--- config.mk ---
export PLATFORM = sky130hd
export DESIGN_NAME = controle_preparo_flat
export DESIGN_NICKNAME = d
export VERILOG_FILES = /design/src/rtl/controle_preparo_pkg.sv /design/src/rtl/controle_preparo_if.sv /design/src/rtl/controle_preparo_contador_tempo.sv /design/src/rtl/controle_preparo.sv /design/src/flat_wrapper.sv
export SDC_FILE = /design/constraint.sdc
export NUM_CORES = 1
export LEC_CHECK = 0
export CAP_MARGIN = 20
export CORE_UTILIZATION = 30
export DETAILED_ROUTE_END_ITERATION = 8
export MAX_ROUTING_LAYER = met4
export PLACE_DENSITY_LB_ADDON = 0.25
export SYNTH_ARGS = -nofsm -noshare
export SYNTH_HDL_FRONTEND = slang
export SYNTH_HIERARCHICAL = 1
export SYNTH_SLANG_ARGS = --single-unit
--- constraint.sdc ---
create_clock -name i_clk -period 5.4 [get_ports i_clk]
set_input_delay 1.08 -clock i_clk [delete_from_list [all_inputs] [get_ports i_clk]]
set_output_delay 1.08 -clock i_clk [all_outputs]
set_load 0.005 [all_outputs]
--- src/rtl/controle_preparo_pkg.sv ---
// controle_preparo_pkg
//   Shared definitions for the brew sequencer: FSM state encoding,
//   sensor-check status values and front-panel display codes.
package controle_preparo_pkg;

  typedef enum logic [2:0] {
    ST_IDLE  = 3'd0,
    ST_CHECK = 3'd1,
    ST_HEAT  = 3'd2,
    ST_PUMP  = 3'd3,
    ST_DONE  = 3'd4,
    ST_FAULT = 3'd5
  } state_t;

  // Sensor checker status
  localparam logic [1:0] ANALISE = 2'b00;
  localparam logic [1:0] ERRO    = 2'b01;
  localparam logic [1:0] OK      = 2'b10;
  localparam logic [1:0] FALHA   = 2'b11;

  // Display codes
  localparam logic [3:0] DISP_IDLE    = 4'b0000;
  localparam logic [3:0] DISP_HEAT    = 4'b0001;
  localparam logic [3:0] DISP_PUMP    = 4'b0010;
  localparam logic [3:0] DISP_DONE    = 4'b0011;
  localparam logic [3:0] DISP_ANALISE = 4'b1000;
  localparam logic [3:0] DISP_FAULT   = 4'b1111;

  // While waiting for a verdict the display shows the error code if one
  // is reported, otherwise the "analysing" pattern.
  function automatic logic [3:0] disp_check(input logic [1:0] sts, input logic [3:0] cod);
    return (sts == ERRO) ? cod : DISP_ANALISE;
  endfunction

endpackage

--- src/rtl/controle_preparo_if.sv ---
// controle_preparo_if
//   Front-panel / sensor / actuator bundle of the brew sequencer.
//   master : drives start, saida_sensores, cod_erro (panel + sensor checker)
//   slave  : the sequencer; drives timer, heater, pump, busy, ready,
//            fault and display.
interface controle_preparo_if;
  logic       start;
  logic [1:0] saida_sensores;
  logic [3:0] cod_erro;
  logic       timer;
  logic       heater;
  logic       pump;
  logic       busy;
  logic       ready;
  logic       fault;
  logic [3:0] display;

  modport master (
    output start, saida_sensores, cod_erro,
    input  timer, heater, pump, busy, ready, fault, display
  );

  modport slave (
    input  start, saida_sensores, cod_erro,
    output timer, heater, pump, busy, ready, fault, display
  );
endinterface

--- src/rtl/controle_preparo_contador_tempo.sv ---
// controle_preparo_contador_tempo
//   Saturating CW-bit up-counter shared by the timed states.
//   i_clk, i_rst : clock, async active-high reset
//   i_clr        : synchronous clear (wins over enable)
//   i_en         : count enable
//   i_term       : terminal value for the compare
//   o_tc         : high while the count equals i_term
module controle_preparo_contador_tempo #(
  parameter int unsigned CW = 8
) (
  input  logic          i_clk,
  input  logic          i_rst,
  input  logic          i_clr,
  input  logic          i_en,
  input  logic [CW-1:0] i_term,
  output logic          o_tc
);

  logic [CW-1:0] r_count;

  always_ff @(posedge i_clk or posedge i_rst) begin
    if (i_rst) begin
      r_count <= '0;
    end else if (i_clr) begin
      r_count <= '0;
    end else if (i_en && (r_count != {CW{1'b1}})) begin
      r_count <= r_count + 1'b1;
    end
  end

  assign o_tc = (r_count == i_term);

endmodule

--- src/rtl/controle_preparo.sv ---
// controle_preparo
//   Brew sequencer: on a START press waits for the sensor verdict (with a
//   timeout that raises TIMER), then runs heat and pump phases and pulses
//   READY. A sensor fault latches FAULT until reset.
//   i_clk, i_rst : clock, async active-high reset
//   bus (slave)  : start, saida_sensores, cod_erro in;
//                  timer, heater, pump, busy, ready, fault, display out
//   Parameters   : T_TIMEOUT (>=2), T_HEAT (>=1), T_PUMP (>=1) in cycles;
//                  CW counter width, 2^CW must exceed all three.
//
//   state    | meaning
//   ---------+-----------------------------------------------
//   ST_IDLE  | waiting for a START rising edge
//   ST_CHECK | waiting for the sensor verdict, timeout running
//   ST_HEAT  | heater on for T_HEAT cycles
//   ST_PUMP  | pump on for T_PUMP cycles
//   ST_DONE  | one-cycle READY pulse
//   ST_FAULT | latched fault, left only by reset
module controle_preparo
  import controle_preparo_pkg::*;
#(
  parameter int unsigned T_TIMEOUT = 16,
  parameter int unsigned T_HEAT    = 32,
  parameter int unsigned T_PUMP    = 24,
  parameter int unsigned CW        = 8
) (
  input  logic                i_clk,
  input  logic                i_rst,
  controle_preparo_if.slave   bus
);

  localparam logic [CW-1:0] L_TERM_CHECK = CW'(T_TIMEOUT - 1);
  localparam logic [CW-1:0] L_TERM_HEAT  = CW'(T_HEAT - 1);
  localparam logic [CW-1:0] L_TERM_PUMP  = CW'(T_PUMP - 1);

  state_t      r_state;
  state_t      w_state_next;

  logic        r_start_q;
  logic        r_armed;
  logic        w_start_edge;

  logic        r_timer, r_heater, r_pump, r_busy, r_ready, r_fault;
  logic [3:0]  r_display;
  logic        w_timer_next, w_heater_next, w_pump_next, w_busy_next;
  logic        w_ready_next, w_fault_next;
  logic [3:0]  w_display_next;

  logic        w_cnt_clr;
  logic        w_cnt_en;
  logic        w_tc;
  logic [CW-1:0] w_term;

  // r_armed only sets after START has been seen low out of reset, so a
  // button held through reset release cannot count as a press.
  assign w_start_edge = bus.start & ~r_start_q & r_armed;

  // Counter restarts on every state change; it only runs in timed states.
  assign w_cnt_clr = (w_state_next != r_state);
  assign w_cnt_en  = (r_state == ST_CHECK) || (r_state == ST_HEAT) || (r_state == ST_PUMP);

  always_comb begin
    w_term = '0;
    case (r_state)
      ST_CHECK: w_term = L_TERM_CHECK;
      ST_HEAT:  w_term = L_TERM_HEAT;
      ST_PUMP:  w_term = L_TERM_PUMP;
      default:  w_term = '0;
    endcase
  end

  controle_preparo_contador_tempo #(.CW(CW)) u_contador_tempo (
    .i_clk  (i_clk),
    .i_rst  (i_rst),
    .i_clr  (w_cnt_clr),
    .i_en   (w_cnt_en),
    .i_term (w_term),
    .o_tc   (w_tc)
  );

  always_ff @(posedge i_clk or posedge i_rst) begin
    if (i_rst) begin
      r_state <= ST_IDLE;
    end else begin
      r_state <= w_state_next;
    end
  end

  always_comb begin
    w_state_next   = r_state;
    w_timer_next   = r_timer;
    w_display_next = r_display;

    case (r_state)
      ST_IDLE: begin
        if (w_start_edge) w_state_next = ST_CHECK;
      end
      ST_CHECK: begin
        // A clean verdict beats a timeout landing on the same cycle.
        if (bus.saida_sensores == OK) begin
          w_state_next = ST_HEAT;
        end else if (bus.saida_sensores == FALHA) begin
          w_state_next = ST_FAULT;
        end else if (w_tc) begin
          w_state_next = ST_FAULT;
          w_timer_next = 1'b1;
        end
      end
      ST_HEAT: begin
        if (bus.saida_sensores == FALHA) w_state_next = ST_FAULT;
        else if (w_tc)                   w_state_next = ST_PUMP;
      end
      ST_PUMP: begin
        if (bus.saida_sensores == FALHA) w_state_next = ST_FAULT;
        else if (w_tc)                   w_state_next = ST_DONE;
      end
      ST_DONE:  w_state_next = ST_IDLE;
      ST_FAULT: w_state_next = ST_FAULT;
      default:  w_state_next = ST_IDLE;
    endcase

    // Outputs follow the state being entered so they move on the same edge.
    w_heater_next = (w_state_next == ST_HEAT);
    w_pump_next   = (w_state_next == ST_PUMP);
    w_ready_next  = (w_state_next == ST_DONE);
    w_fault_next  = (w_state_next == ST_FAULT);
    w_busy_next   = (w_state_next == ST_CHECK) || (w_state_next == ST_HEAT) ||
                    (w_state_next == ST_PUMP)  || (w_state_next == ST_DONE);

    case (w_state_next)
      ST_CHECK: w_display_next = disp_check(bus.saida_sensores, bus.cod_erro);
      ST_HEAT:  w_display_next = DISP_HEAT;
      ST_PUMP:  w_display_next = DISP_PUMP;
      ST_DONE:  w_display_next = DISP_DONE;
      ST_FAULT: w_display_next = DISP_FAULT;
      default:  w_display_next = r_display;  // IDLE keeps the last code
    endcase
  end

  always_ff @(posedge i_clk or posedge i_rst) begin
    if (i_rst) begin
      r_start_q <= 1'b0;
      r_armed   <= 1'b0;
      r_timer   <= 1'b0;
      r_heater  <= 1'b0;
      r_pump    <= 1'b0;
      r_busy    <= 1'b0;
      r_ready   <= 1'b0;
      r_fault   <= 1'b0;
      r_display <= DISP_IDLE;
    end else begin
      r_start_q <= bus.start;
      r_armed   <= r_armed | ~bus.start;
      r_timer   <= w_timer_next;
      r_heater  <= w_heater_next;
      r_pump    <= w_pump_next;
      r_busy    <= w_busy_next;
      r_ready   <= w_ready_next;
      r_fault   <= w_fault_next;
      r_display <= w_display_next;
    end
  end

  assign bus.timer   = r_timer;
  assign bus.heater  = r_heater;
  assign bus.pump    = r_pump;
  assign bus.busy    = r_busy;
  assign bus.ready   = r_ready;
  assign bus.fault   = r_fault;
  assign bus.display = r_display;

endmodule

--- src/flat_wrapper.sv ---
// flat-port wrapper written by rule: the top's interface ports become plain ports
module controle_preparo_flat import controle_preparo_pkg::*;
#(
  parameter int unsigned T_TIMEOUT = 16,
  parameter int unsigned T_HEAT    = 32,
  parameter int unsigned T_PUMP    = 24,
  parameter int unsigned CW        = 8
)
  (i_clk, i_rst, bus_start, bus_saida_sensores, bus_cod_erro, bus_timer, bus_heater, bus_pump, bus_busy, bus_ready, bus_fault, bus_display);
  controle_preparo_if bus_i ();
  input  logic i_clk;
  input  logic i_rst;
  input wire logic [$bits(bus_i.start)-1:0] bus_start;
  input wire logic [$bits(bus_i.saida_sensores)-1:0] bus_saida_sensores;
  input wire logic [$bits(bus_i.cod_erro)-1:0] bus_cod_erro;
  output wire logic [$bits(bus_i.timer)-1:0] bus_timer;
  output wire logic [$bits(bus_i.heater)-1:0] bus_heater;
  output wire logic [$bits(bus_i.pump)-1:0] bus_pump;
  output wire logic [$bits(bus_i.busy)-1:0] bus_busy;
  output wire logic [$bits(bus_i.ready)-1:0] bus_ready;
  output wire logic [$bits(bus_i.fault)-1:0] bus_fault;
  output wire logic [$bits(bus_i.display)-1:0] bus_display;
  assign bus_i.start = bus_start;
  assign bus_i.saida_sensores = bus_saida_sensores;
  assign bus_i.cod_erro = bus_cod_erro;
  assign bus_timer = bus_i.timer;
  assign bus_heater = bus_i.heater;
  assign bus_pump = bus_i.pump;
  assign bus_busy = bus_i.busy;
  assign bus_ready = bus_i.ready;
  assign bus_fault = bus_i.fault;
  assign bus_display = bus_i.display;
  controle_preparo #(.T_TIMEOUT(T_TIMEOUT), .T_HEAT(T_HEAT), .T_PUMP(T_PUMP), .CW(CW)) u_core (.i_clk(i_clk), .i_rst(i_rst), .bus(bus_i));
endmodule
# [After elaboration in Yosys (flattened, before gate mapping)]
# Index checks and enable logic that the tools add are counted.
[word_totals] wordCells=58 input_bits=9 output_inout_bits=10 ff_bits=23
[classes] n_eq_ne=15 bitwise_logic=7 add_sub_neg=1 reduce_logical=10 n_mux=14
[ops] cell="3-bit 2-to-1 mux" count=8
[ops] cell="4-bit case mux with 5 select lines" count=1
[ops] cell="8-bit 2-to-1 mux" count=2
[ops] cell="3-bit case mux with 5 select lines" count=1
[ops] cell="5-bit case mux with 3 select lines" count=1
[ops] cell="3-bit by 2-bit equality test with 1-bit output, second input constant" count=4
[ops] cell="3-bit equality test, second input constant" count=3
[ops] cell="8-bit by 1-bit adder with 8-bit output, second input constant" count=1
[ops] cell="8-bit equality test" count=1
[ops] cell="8-bit != test, second input constant" count=1
[ops] cell="3-bit by 1-bit equality test with 1-bit output, second input constant" count=2
[ops] cell="1-bit logical OR" count=5
[ops] cell="5-bit nonzero test" count=1
[ops] cell="2-bit equality test, second input constant" count=2
[ops] cell="4-bit 2-to-1 mux" count=1
[ops] cell="1-bit inverter" count=4
[ops] cell="4-bit AND reduction" count=1
[ops] cell="3-bit logical NOT" count=1
[ops] cell="3-bit != test" count=1
[ops] cell="1-bit bitwise AND" count=2
[ops] cell="2-bit by 1-bit equality test with 1-bit output, second input constant" count=1
[ops] cell="2-bit nonzero test" count=1
[ops] cell="1-bit logical AND" count=1
[ops] cell="1-bit OR" count=1

# [Longest topological paths before layout]
# Gate-level depths: netlist of the first run.
[logic_depth] ltp_word=11 ltp_mapped=13 depth_no_buf=11

# [Modules after synthesis]
# Netlist of the first run, hierarchy kept.
[modules_own_cells] mod="controle_preparo" area_per_inst_um2=884.6 n_inst=1 seq_area_each_um2=375.4 cells_each=87
[modules_own_cells] mod="controle_preparo_contador_tempo" area_per_inst_um2=525.5 n_inst=1 seq_area_each_um2=200.2 cells_each=55

# [Worst setup path before layout of the first run]
# Ideal clock, no wire load.
[synth_path] path_kind="flip-flop to flip-flop" from="reg u_core.r_state[0]" to="reg u_core.u_contador_tempo.r_count[0]" setup_slack_ps=2740 path_stages_with_launch=14 setup_ps=128 required_time_ps=5272 n_path_buf=2 t_arrival_ps=2532 synth_period_minus_slack_ps=2660 path_cell_list="dfrtp_1 > buf_4 > or2_1 > nor2b_1 > xnor2_1 > nand4_1 > nor2_1 > mux2i_2 > o32ai_2 > o21ai_0 > nand3_1 > buf_4 > nor2_1 > mux2_1"
[synth_via] elab_chain_cells=9 elab_cells_between_ends=22 classes_between="eq/ne: 6; mux: 11; reduce/logical: 5"
[synth_rtl] item="start, declared" line_no="controle_preparo.sv:36" rtl="state_t r_state;"
[synth_rtl] item="start signal, assigned" line_no="controle_preparo.sv:85" rtl="r_state <= w_state_next;"
[synth_rtl] item="3-bit by 2-bit equality test with 1-bit output or 3-bit by 1-bit equality test with 1-bit output (tied branches)" line_no="controle_preparo.sv:64" rtl="case (r_state)"
[synth_rtl] item="5-bit case mux with 3 select lines *" line_no="controle_preparo.sv:64"
[synth_rtl] item="named net u_core.w_term[0]" line_no="controle_preparo.sv:52" rtl="logic [CW-1:0] w_term;"
[synth_rtl] item="8-bit equality test *" line_no="controle_preparo_contador_tempo.sv:31" rtl="assign o_tc = (r_count == i_term);"
[synth_rtl] item="named net u_core.w_tc" line_no="controle_preparo.sv:51" rtl="logic w_tc;"
[synth_rtl] item="3-bit 2-to-1 mux" line_no="controle_preparo.sv:104" rtl="end else if (w_tc) begin"
[synth_rtl] item="3-bit 2-to-1 mux" line_no="controle_preparo.sv:102" rtl="end else if (bus.saida_sensores == FALHA) begin"
[synth_rtl] item="3-bit 2-to-1 mux" line_no="controle_preparo.sv:100" rtl="if (bus.saida_sensores == OK) begin"
[synth_rtl] item="3-bit case mux with 5 select lines *" line_no="controle_preparo.sv:94" rtl="case (r_state)"
[synth_rtl] item="3-bit != test *" line_no="controle_preparo.sv:59" rtl="assign w_cnt_clr = (w_state_next != r_state);"
[synth_rtl] item="named net u_core.w_cnt_clr" line_no="controle_preparo.sv:49" rtl="logic w_cnt_clr;"
[synth_rtl] item="8-bit 2-to-1 mux or 2-bit nonzero test (tied branches)"
[synth_rtl] item="end signal, assigned" line_no="controle_preparo_contador_tempo.sv:27" rtl="r_count <= r_count + 1'b1;"
[synth_rtl] item="end, declared" line_no="controle_preparo_contador_tempo.sv:19" rtl="logic [CW-1:0] r_count;"
# The timed path passes the listed nets; every way through them passes the cells marked *.
# A chain may end at the register's enable or synchronous reset.

# [Final worst setup path of the first run]
[layout_path] from="reg u_core.r_state[1]" to="reg u_core.u_contador_tempo.r_count[0]"
# The elaborated chain is that of the path after synthesis.

==> metrics.txt, run 1 <==
Synth Flop Type=dfrtp_1; Die X-Extent=70.6 um; WP data arrival=3.49 ns; Worst-Margin Slew=between 0.6 and 0.7 ns; initial antenna violation count=0; VDD IR max=194 uV; syn_area_per_cell=9.93 um^2; setup TNS=0 ns; final net count=172; Die Ht=70.6 um; CP Max Fanout=14; r2r endpoint=u_core/u_contador_tempo/r_count[0]; Crit Path Class=flop to flop; critical path's slowest cell=dfrtp_1; core area=4440 um^2; crit end category=flop; clock sink count=23; Crit path max-delay family=simple AND/OR/NAND/NOR gates; Hold Violations, Final=0; layout cells sized above 1=0.118; most frequent CP cell=nor2b_1; CTS buffer count=3; Post-CTS Repair Setup Buffers=0; port buffer count=18; status=complete, no violations; Crit path largest cell delay=0.64 ns; normalized max-slew margin=0.598; via count=1117; io pins=19; Post-CTS Resized=0; worst hold slack=approximately 0.47 ns; Hold Crit Class=flop to flop; most common cell after layout, fill and taps aside=dfrtp_1; CTS Buffer Depth=2; DPL Wire Length=2.30 mm; most frequent cells in the layout=dfrtp_1 (23), clkdlybuf4s50_1 (18), xnor2_1 (9); FF-to-FF path depth=11; max FFs per register=8; vias in the first global route=1121; fillers=roughly 450; DR WL/cell=approximately 14 um; Cell Area, Synth=1410 um^2; Buf/Inv on CP=0; total gr overflow=0; vias per inst=5.24; overall routing resource usage=0.139; first-pass GRT wire length=approximately 5.3 mm; Hold Path Depth=1; crit path time final=3.34 ns; number of synthesized flops with an enable pin=0; Storage cell area=576 um^2; final setup violation count=0; Async SR Flop Fraction=1.00; CTS tree=yes; #FFs+latches synth=23; Reg2Reg Setup Slack=a little over 2 ns; row count=24; multi-input logic area=about 760 um^2; worst flop-to-flop path startpoint=u_core/r_state[1]; RSZ-0062 raised after global routing=false; fin crit share=0.618; first drt pass iteration count=4; Required @ worst endpoint=5.55 ns; Max Cap Violations=0; Yosys warning count=6; Post-Syn Instances=142; Biggest register=u_core/u_contador_tempo/r_count; n_diodes=0; Routed Antenna Nets=0; Synth cell types=52; Hold EP=u_core/r_armed; leak pwr=~0.66 nW; Achievable Freq=299 MHz; cts hold-fix bufs=0; min-delay src=u_core/r_armed; initial core utilization=0.317; CTS H-tree lvls=1; clk slew on worst S/H paths=around 0.08 ns; register area share after synthesis=0.408; clk root buf=clkbuf_8; drt first-iter violations=62; Post-Route WL=between 3 and 4 mm; Area Growth Syn to Fin=17.9%; die footprint=4980 um^2; Slew Viols, Final=0; Final Skew=0.00206 ns; startpoint type of the worst setup path=flop; largest net degree at the start of global routing=16; GPL Wtd Cong=between 0.8 and 0.9; worst-path cell chain=or2_1, nor2b_1, xnor2_1, nand4_1, nor2_1, mux2i_2, o32ai_2, o21ai_0, nand3_1, nor2b_1, mux2_1; Remaining DRCs=0; Pwr Density=517 nW/um^2; later-pin clock latency in the skew report=0.26 ns
## how the worst max path moves through the flow
stage,from,to,slack [ns],cells past startpoint
2_1_floorplan,u_core/r_state[0],u_core/u_contador_tempo/r_count[0],2.74,13
3_3_place_gp,bus_saida_sensores[1],u_core/u_contador_tempo/r_count[0],2.17,7
3_5_place_dp,bus_saida_sensores[1],u_core/u_contador_tempo/r_count[0],2.10,7
4_1_cts,u_core/r_state[1],u_core/u_contador_tempo/r_count[0],2.09,11
5_1_grt,u_core/r_state[1],u_core/u_contador_tempo/r_count[0],1.83,11
6_report,u_core/r_state[1],u_core/u_contador_tempo/r_count[0],2.06,11
## synthesized netlist by cell type (all sizes together) (2+ instances only)
cell | n | area share
o21ai | 8 | 0.028
mux2i | 2 | 0.017
and2b | 2 | 0.012
inv | 9 | 0.024
a211oi | 5 | 0.030
and2 | 2 | 0.012
dfrtp | 23 | 0.41
nor2 | 6 | 0.016
buf | 5 | 0.032
and3 | 2 | 0.0098
nor4 | 2 | 0.0089
o32ai | 3 | 0.024
a21o | 2 | 0.011
nor2b | 4 | 0.018
nand3 | 4 | 0.014
nand2 | 5 | 0.015
o21a | 3 | 0.016
a21oi | 6 | 0.021
o22ai | 2 | 0.0089
nand4 | 4 | 0.022
nand2b | 6 | 0.027
xnor2 | 9 | 0.056
nor3 | 6 | 0.021
a31oi | 2 | 0.0089
a311oi | 2 | 0.012
o211ai | 3 | 0.020
## stage by stage
| step | instances | setup slack, ns | util | total power [mW] | cell area [um^2] |
|---|---|---|---|---|---|
| finish | 213 | 2.06 | 0.374 | 0.859 | 1660 |
| global route | 213 | 1.83 | 0.374 | 0.932 | 1660 |
| CTS | 213 | 2.09 | 0.374 | 0.871 | 1660 |
| detailed placement | 209 | 2.10 | 0.364 | 0.757 | 1620 |
| global placement | 209 | 2.17 | 0.364 | 0.748 | 1620 |
| floorplan | 144 | 2.74 | - | 0.639 | 1420 |
## power by group
part           total, mW  switching, mW  internal, mW
clock network      0.105         0.0528        0.0526
registers          0.286         0.0621         0.224
logic              0.467          0.236         0.232
## cell type report
cell class	instances	area share
Sequential cell	23	0.346
Inverter	10	0.0233
Multi-Input combinational cell	106	0.456
Clock buffer	4	0.0271
Timing Repair Buffer	18	0.108
Tap cell	52	0.0391
## cells by family (layout without fill, tap and decap cells)
kind of cell / after synthesis / after routing / synth area share
and+or+nand+nor: 48 / 48 / 0.209
AOI/OAI and AO/OA: 42 / 42 / 0.232
DFF: 23 / 23 / 0.408
buffers and inverters: 15 / 32 / 0.0594
xor gates and xnor gates: 9 / 9 / 0.0559
muxes: 3 / 3 / 0.0248
adders and majority gates: 1 / 1 / 0.00887
other: 1 / 3 / 0.00266
## per-layer routing
layer	global-route usage	routed length, um	vias up
li1	-	-	559
met1	0.172	1510	525
met2	0.225	1410	27
met3	0.0228	83	6
met4	0.0644	57	0
met5	-	0	-
Note: power is estimated with default switching activity, not from simulation.
==> run 2: changes to the inputs <==
==> constraint.sdc (replaced) <==
create_clock -name i_clk -period 3.1 [get_ports i_clk]
set_input_delay 0.62 -clock i_clk [delete_from_list [all_inputs] [get_ports i_clk]]
set_output_delay 0.62 -clock i_clk [all_outputs]
set_load 0.005 [all_outputs]
==> run 2 against run 1 <==
  * Die area did not move
  * Critical path type unchanged
  * Clock skew decreased by 0.00092 ns
  * Routed wire length up 3.3%
  * Non-clock buffer count up 4
  * Maximum frequency rose by 18%
  * Global-route usage up 0.46 points
  * Largest power group unchanged
  * Critical endpoint unchanged
  * Clock power up 77%
  * Worst hold slack better by 0.0017 ns
  * Largest cell class unchanged
==> metrics.txt, run 2 (synthesis results as in run 1) <==
later-pin clock latency in the skew report=0.26 ns (about the same); final setup margin=0.272 ns (was 2.06 ns); min-delay src=u_core/r_armed (unchanged); Post-Route WL=3.16 mm (was 3.06 mm); crit path time final=2.83 ns (was 3.34 ns); Die X-Extent=70.6 um (unchanged); Hold Crit Class=flop to flop (unchanged); first-pass GRT wire length=5.51 mm (was 5.28 mm); most frequent CP cell=nor2b_1 (unchanged); DR WL/cell=14.6 um (was 14.4 um); crit end category=flop (unchanged); VDD IR max=348 uV (was 194 uV); startpoint type of the worst setup path=flop (unchanged); first drt pass iteration count=5 (was 4); vias in the first global route=1171 (was 1121); io pins=19 (unchanged); Die Ht=70.6 um (unchanged); Reg2Reg Setup Slack=0.27 ns (was 2.06 ns); worst hold slack=0.469 ns (was 0.468 ns); Hold EP=u_core/r_armed (unchanged); RSZ-0062 raised after global routing=false (unchanged); fin crit share=0.912 (was 0.618); Post-Layout Cell Count=217 (was 213); Slew Viols, Final=0 (unchanged); Post-CTS Resized=0 (unchanged); Pwr Density=910 nW/um^2 (was 517 nW/um^2); dpl cells=213 (was 209); normalized max-slew margin=0.585 (was 0.598); port buffer count=18 (unchanged); Crit Path Class=flop to flop (unchanged); Biggest register=u_core/u_contador_tempo/r_count (unchanged); CTS tree=yes (unchanged); P_int=0.915 mW (was 0.508 mW); DPL Wire Length=2.37 mm (was 2.30 mm); CTS H-tree lvls=1 (unchanged); Net Sw Frac=0.406 (was 0.408); clk slew on worst S/H paths=0.08 ns (about the same); GPL Wtd Cong=0.889 (was 0.819); Hold Violations, Final=0 (unchanged); initial core utilization=0.317 (unchanged); critical path's slowest cell=dfrtp_1 (unchanged); Achievable Freq=354 MHz (was 299 MHz); via count=1189 (was 1117); Final Skew=0.00114 ns (was 0.00206 ns); Area Growth Syn to Fin=20.1% (was 17.9%); Final Cell Area=1690 um^2 (was 1660 um^2); r2r endpoint=u_core/u_contador_tempo/r_count[0] (unchanged); CTS buffer count=3 (unchanged); FF-to-FF path depth=11 (unchanged); cts hold-fix bufs=0 (unchanged); Hold Path Depth=1 (unchanged); total gr overflow=0 (unchanged); worst flop-to-flop path startpoint=u_core/r_state[1] (unchanged); die footprint=4980 um^2 (unchanged); drt first-iter violations=63 (was 62); clock sink count=23 (unchanged); leak pwr=0.682 nW (was 0.662 nW); combinational share of power=0.580 (was 0.544); worst-path cell chain=or2_1, nor2b_1, xnor2_1, nand4_1, nor2_1, mux2i_2, o32ai_2, o21ai_0, nand3_1, nor2b_1, mux2_1 (unchanged); overall routing resource usage=0.144 (was 0.139); final setup violation count=0 (unchanged); Psw=0.625 mW (was 0.351 mW); core area=4440 um^2 (unchanged); Placed Area=1650 um^2 (was 1620 um^2); Reg power frac=0.299 (was 0.333); fillers=444 (was 445); CP Max Fanout=10 (was 14); clk root buf=clkbuf_8 (unchanged); status=complete, no violations (unchanged); final core occ=0.381 (was 0.374); max FFs per register=8 (unchanged); Routed Antenna Nets=0 (unchanged); setup TNS=0 ns (unchanged); Worst-Margin Slew=0.622 ns (was 0.602 ns); n_diodes=0 (unchanged); layout cells sized above 1=0.139 (was 0.118); initial antenna violation count=0 (unchanged); worst slack at placement=0.309 ns (was 2.10 ns); CTS Buffer Depth=2 (unchanged); WP data arrival=2.98 ns (was 3.49 ns); row count=24 (unchanged); Crit path largest cell delay=0.37 ns (was 0.64 ns); Remaining DRCs=0 (unchanged); final net count=176 (was 172); Post-CTS Repair Setup Buffers=0 (unchanged); most common cell after layout, fill and taps aside=dfrtp_1 (unchanged); Clk pwr share=0.121 (was 0.123); Final Power=1.54 mW (was 0.859 mW); Required @ worst endpoint=3.25 ns (was 5.55 ns); most frequent cells in the layout=dfrtp_1 (23), clkdlybuf4s50_1 (18), xnor2_1 (9) (unchanged); Max Cap Violations=0 (unchanged); vias per inst=5.48 (was 5.24); largest net degree at the start of global routing=16 (unchanged)
==> run 2: cell type report <==
class | instances | area [um^2] | share of cell area
flip-flops and latches | 23 | 576 | 0.340
clock buffers | 4 | 45.0 | 0.0266
inverters | 10 | 38.8 | 0.0229
multi-input cells | 106 | 758 | 0.448
well taps | 52 | 65.1 | 0.0384
repair buffers | 22 | 210 | 0.124
==> run 2: worst max path at each step <==
stage | start | to | slack, ns | depth (start not counted)
global route | u_core/r_state[0] | u_core/u_contador_tempo/r_count[0] | 0.07 | 11
detailed placement | u_core/r_state[1] | u_core/u_contador_tempo/r_count[0] | 0.31 | 11
finish | u_core/r_state[1] | u_core/u_contador_tempo/r_count[0] | 0.27 | 11
CTS | u_core/r_state[1] | u_core/u_contador_tempo/r_count[0] | 0.28 | 11
floorplan | u_core/r_state[0] | u_core/u_contador_tempo/r_count[0] | 0.44 | 13
global placement | u_core/r_state[1] | u_core/u_contador_tempo/r_count[0] | 0.32 | 11
==> run 2: layer usage <==
layer  vias to the layer above  wire [um]  GRT usage
met2                        41       1420      0.211
met5                         -          0          -
met4                         0         67     0.0667
li1                        567          -          -
met3                         7        157     0.0185
met1                       574       1520      0.198
==> run 2: critical path: cells and delay by family (launching register included) <==
| kind | cells | cell delay (ns) |
|---|---|---|
| xor gates and xnor gates | 1 | 0.17 |
| muxes | 2 | 0.46 |
| AOI/OAI and AO/OA | 2 | 0.41 |
| DFF | 1 | 0.37 |
| and+or+nand+nor | 6 | 1.30 |
==> run 2: power groups by stage <==
stage          clock network (mW)  logic, mW  registers, mW
5_1_grt                     0.210      0.978          0.476
4_1_cts                     0.193      0.894          0.461
2_1_floorplan                   0      0.661          0.452
3_5_place_dp                    0      0.889          0.465
6_report                    0.186      0.893          0.461
3_3_place_gp                    0      0.885          0.462
==> run 3: changes to the inputs <==
--- a/config.mk
+++ b/config.mk
@@ -6,6 +6,7 @@
 export NUM_CORES = 1
 export LEC_CHECK = 0
 export CAP_MARGIN = 20
+export CORE_MARGIN = 2
 export CORE_UTILIZATION = 30
 export DETAILED_ROUTE_END_ITERATION = 8
 export MAX_ROUTING_LAYER = met4
==> run 3 against run 2 <==
  * Worst hold slack gained 0.0010 ns
  * Clock power increased by 4%
  * Combinational power is 2% higher
  * Sequential cell count stayed put
  * Register-to-register slack about the same
  * Worst setup slack improved by 0.0053 ns
  * Power is 1.2% higher
  * Global-route usage shrank 0.52 points
  * Clock skew increased by 0.0021 ns
  * Critical path type unchanged
==> metrics.txt, run 3 (synthesis results as in run 1) <==
status=complete, no violations (unchanged); Final Power=1.56 mW (was 1.54 mW); clk root buf=clkbuf_8 (unchanged); die footprint=5260 um^2 (was 4980 um^2); Die X-Extent=72.6 um (was 70.6 um); setup TNS=0 ns (unchanged); row count=24 (unchanged); final setup margin=0.277 ns (was 0.272 ns); cts hold-fix bufs=0 (unchanged); Hold Crit Class=flop to flop (unchanged); crit end category=flop (unchanged); vias in the first global route=1164 (was 1171); WP data arrival=3.02 ns (was 2.98 ns); Final Cell Area=1710 um^2 (was 1690 um^2); io pins=19 (unchanged); total gr overflow=0 (unchanged); initial core utilization=0.317 (unchanged); CTS Buffer Depth=2 (unchanged); most common cell after layout, fill and taps aside=dfrtp_1 (unchanged); Crit Path Class=flop to flop (unchanged); most frequent cells in the layout=dfrtp_1 (23), clkdlybuf4s50_1 (18), xnor2_1 (9) (unchanged); largest net degree at the start of global routing=16 (unchanged); Achievable Freq=354 MHz (about the same); final core occ=0.385 (was 0.381); Area Growth Syn to Fin=21.4% (was 20.1%); initial antenna violation count=0 (unchanged); n_diodes=0 (unchanged); Die Ht=72.6 um (was 70.6 um); leak pwr=0.691 nW (was 0.682 nW); Placed Area=1660 um^2 (was 1650 um^2); vias per inst=5.20 (was 5.48); Post-CTS Repair Setup Buffers=0 (unchanged); CTS buffer count=3 (unchanged); CTS H-tree lvls=1 (unchanged); final net count=178 (was 176); DPL Wire Length=2.30 mm (was 2.37 mm); clk slew on worst S/H paths=0.09 ns (was 0.08 ns); via count=1139 (was 1189); Post-Route WL=3.07 mm (was 3.16 mm); port buffer count=18 (unchanged); RSZ-0062 raised after global routing=false (unchanged); GPL Wtd Cong=0.876 (was 0.889); Pwr Density=910 nW/um^2 (about the same); max FFs per register=8 (unchanged); drt first-iter violations=88 (was 63); Routed Antenna Nets=0 (unchanged); DR WL/cell=14.0 um (was 14.6 um); fin crit share=0.911 (was 0.912); CP Max Fanout=10 (unchanged); Slew Viols, Final=0 (unchanged); Biggest register=u_core/u_contador_tempo/r_count (unchanged); Post-CTS Resized=0 (unchanged); dpl cells=215 (was 213); first drt pass iteration count=4 (was 5); Hold Violations, Final=0 (unchanged); Final Skew=0.00325 ns (was 0.00114 ns); Post-Layout Cell Count=219 (was 217); clock sink count=23 (unchanged); layout cells sized above 1=0.156 (was 0.139); first-pass GRT wire length=5.58 mm (was 5.51 mm); normalized max-slew margin=0.620 (was 0.585); crit path time final=2.82 ns (was 2.83 ns); Remaining DRCs=0 (unchanged); overall routing resource usage=0.139 (was 0.144); core area=4440 um^2 (unchanged); VDD IR max=380 uV (was 348 uV); Max Cap Violations=0 (unchanged); worst hold slack=0.470 ns (was 0.469 ns); worst slack at placement=0.327 ns (was 0.309 ns); startpoint type of the worst setup path=flop (unchanged); Required @ worst endpoint=3.29 ns (was 3.25 ns); CTS tree=yes (unchanged); later-pin clock latency in the skew report=0.27 ns (was 0.26 ns); final setup violation count=0 (unchanged); Worst-Margin Slew=0.570 ns (was 0.622 ns)
[run 3: cell types whose count changed in the layout (fill, tap and decap cells not counted), sizes merged]
cell / before / now
clkbuf: 4 / 3
clkinvlp: 0 / 1
buf: 4 / 6
[run 3: power breakdown]
group | leakage (nW) | internal [mW] | total, mW | switching, mW
logic | 0.374 | 0.441 | 0.913 | 0.472
clock network | 0.0217 | 0.0909 | 0.194 | 0.103
registers | 0.295 | 0.391 | 0.451 | 0.0599
[run 3: area by class of cell]
type,instances,area [um^2]
Clock inverter,1,7.51
Clock buffer,3,41.3
Sequential cell,23,576
Fill cell,453,2730
Inverter,10,38.8
Timing Repair Buffer,24,225
Multi-Input combinational cell,106,758
Tap cell,52,65.1
[run 3: critical path, cell delays in order, from the launching register on]
cell and delay, ns:
dfrtp_1 0.39, or2_1 0.29, nor2b_1 0.20, xnor2_1 0.16, nand4_1 0.11, nor2_1 0.31
mux2i_2 0.16, o32a_4 0.36, nand3_1 0.09, nand3_1 0.29, nand2b_1 0.26, mux2i_1 0.13
[run 3: layer usage]
metal | wire, um | track usage | vias to the layer above | part of all wire
met1 | 1540 | 0.192 | 539 | 0.50
met4 | 26 | 0.0432 | 0 | 0.0085
met2 | 1390 | 0.209 | 28 | 0.45
li1 | - | - | 570 | -
met5 | 0 | - | - | 0
met3 | 115 | 0.0208 | 2 | 0.037
[run 3: path summary, 6_finish.rpt]
check                           depth (start not counted)                            endpoint  slack, ns         startpoint
worst max-delay path                                   11  u_core/u_contador_tempo/r_count[1]       0.28  u_core/r_state[1]
worst min-delay path                                    1                      u_core/r_armed       0.47     u_core/r_armed
worst max register to register                         11  u_core/u_contador_tempo/r_count[1]       0.28  u_core/r_state[1]
worst min register to register                          1                      u_core/r_armed       0.47     u_core/r_armed
max in group asynchronous                               2                    u_core/bus.timer       2.00              i_rst
min in group asynchronous                               2  u_core/u_contador_tempo/r_count[0]       0.63              i_rst
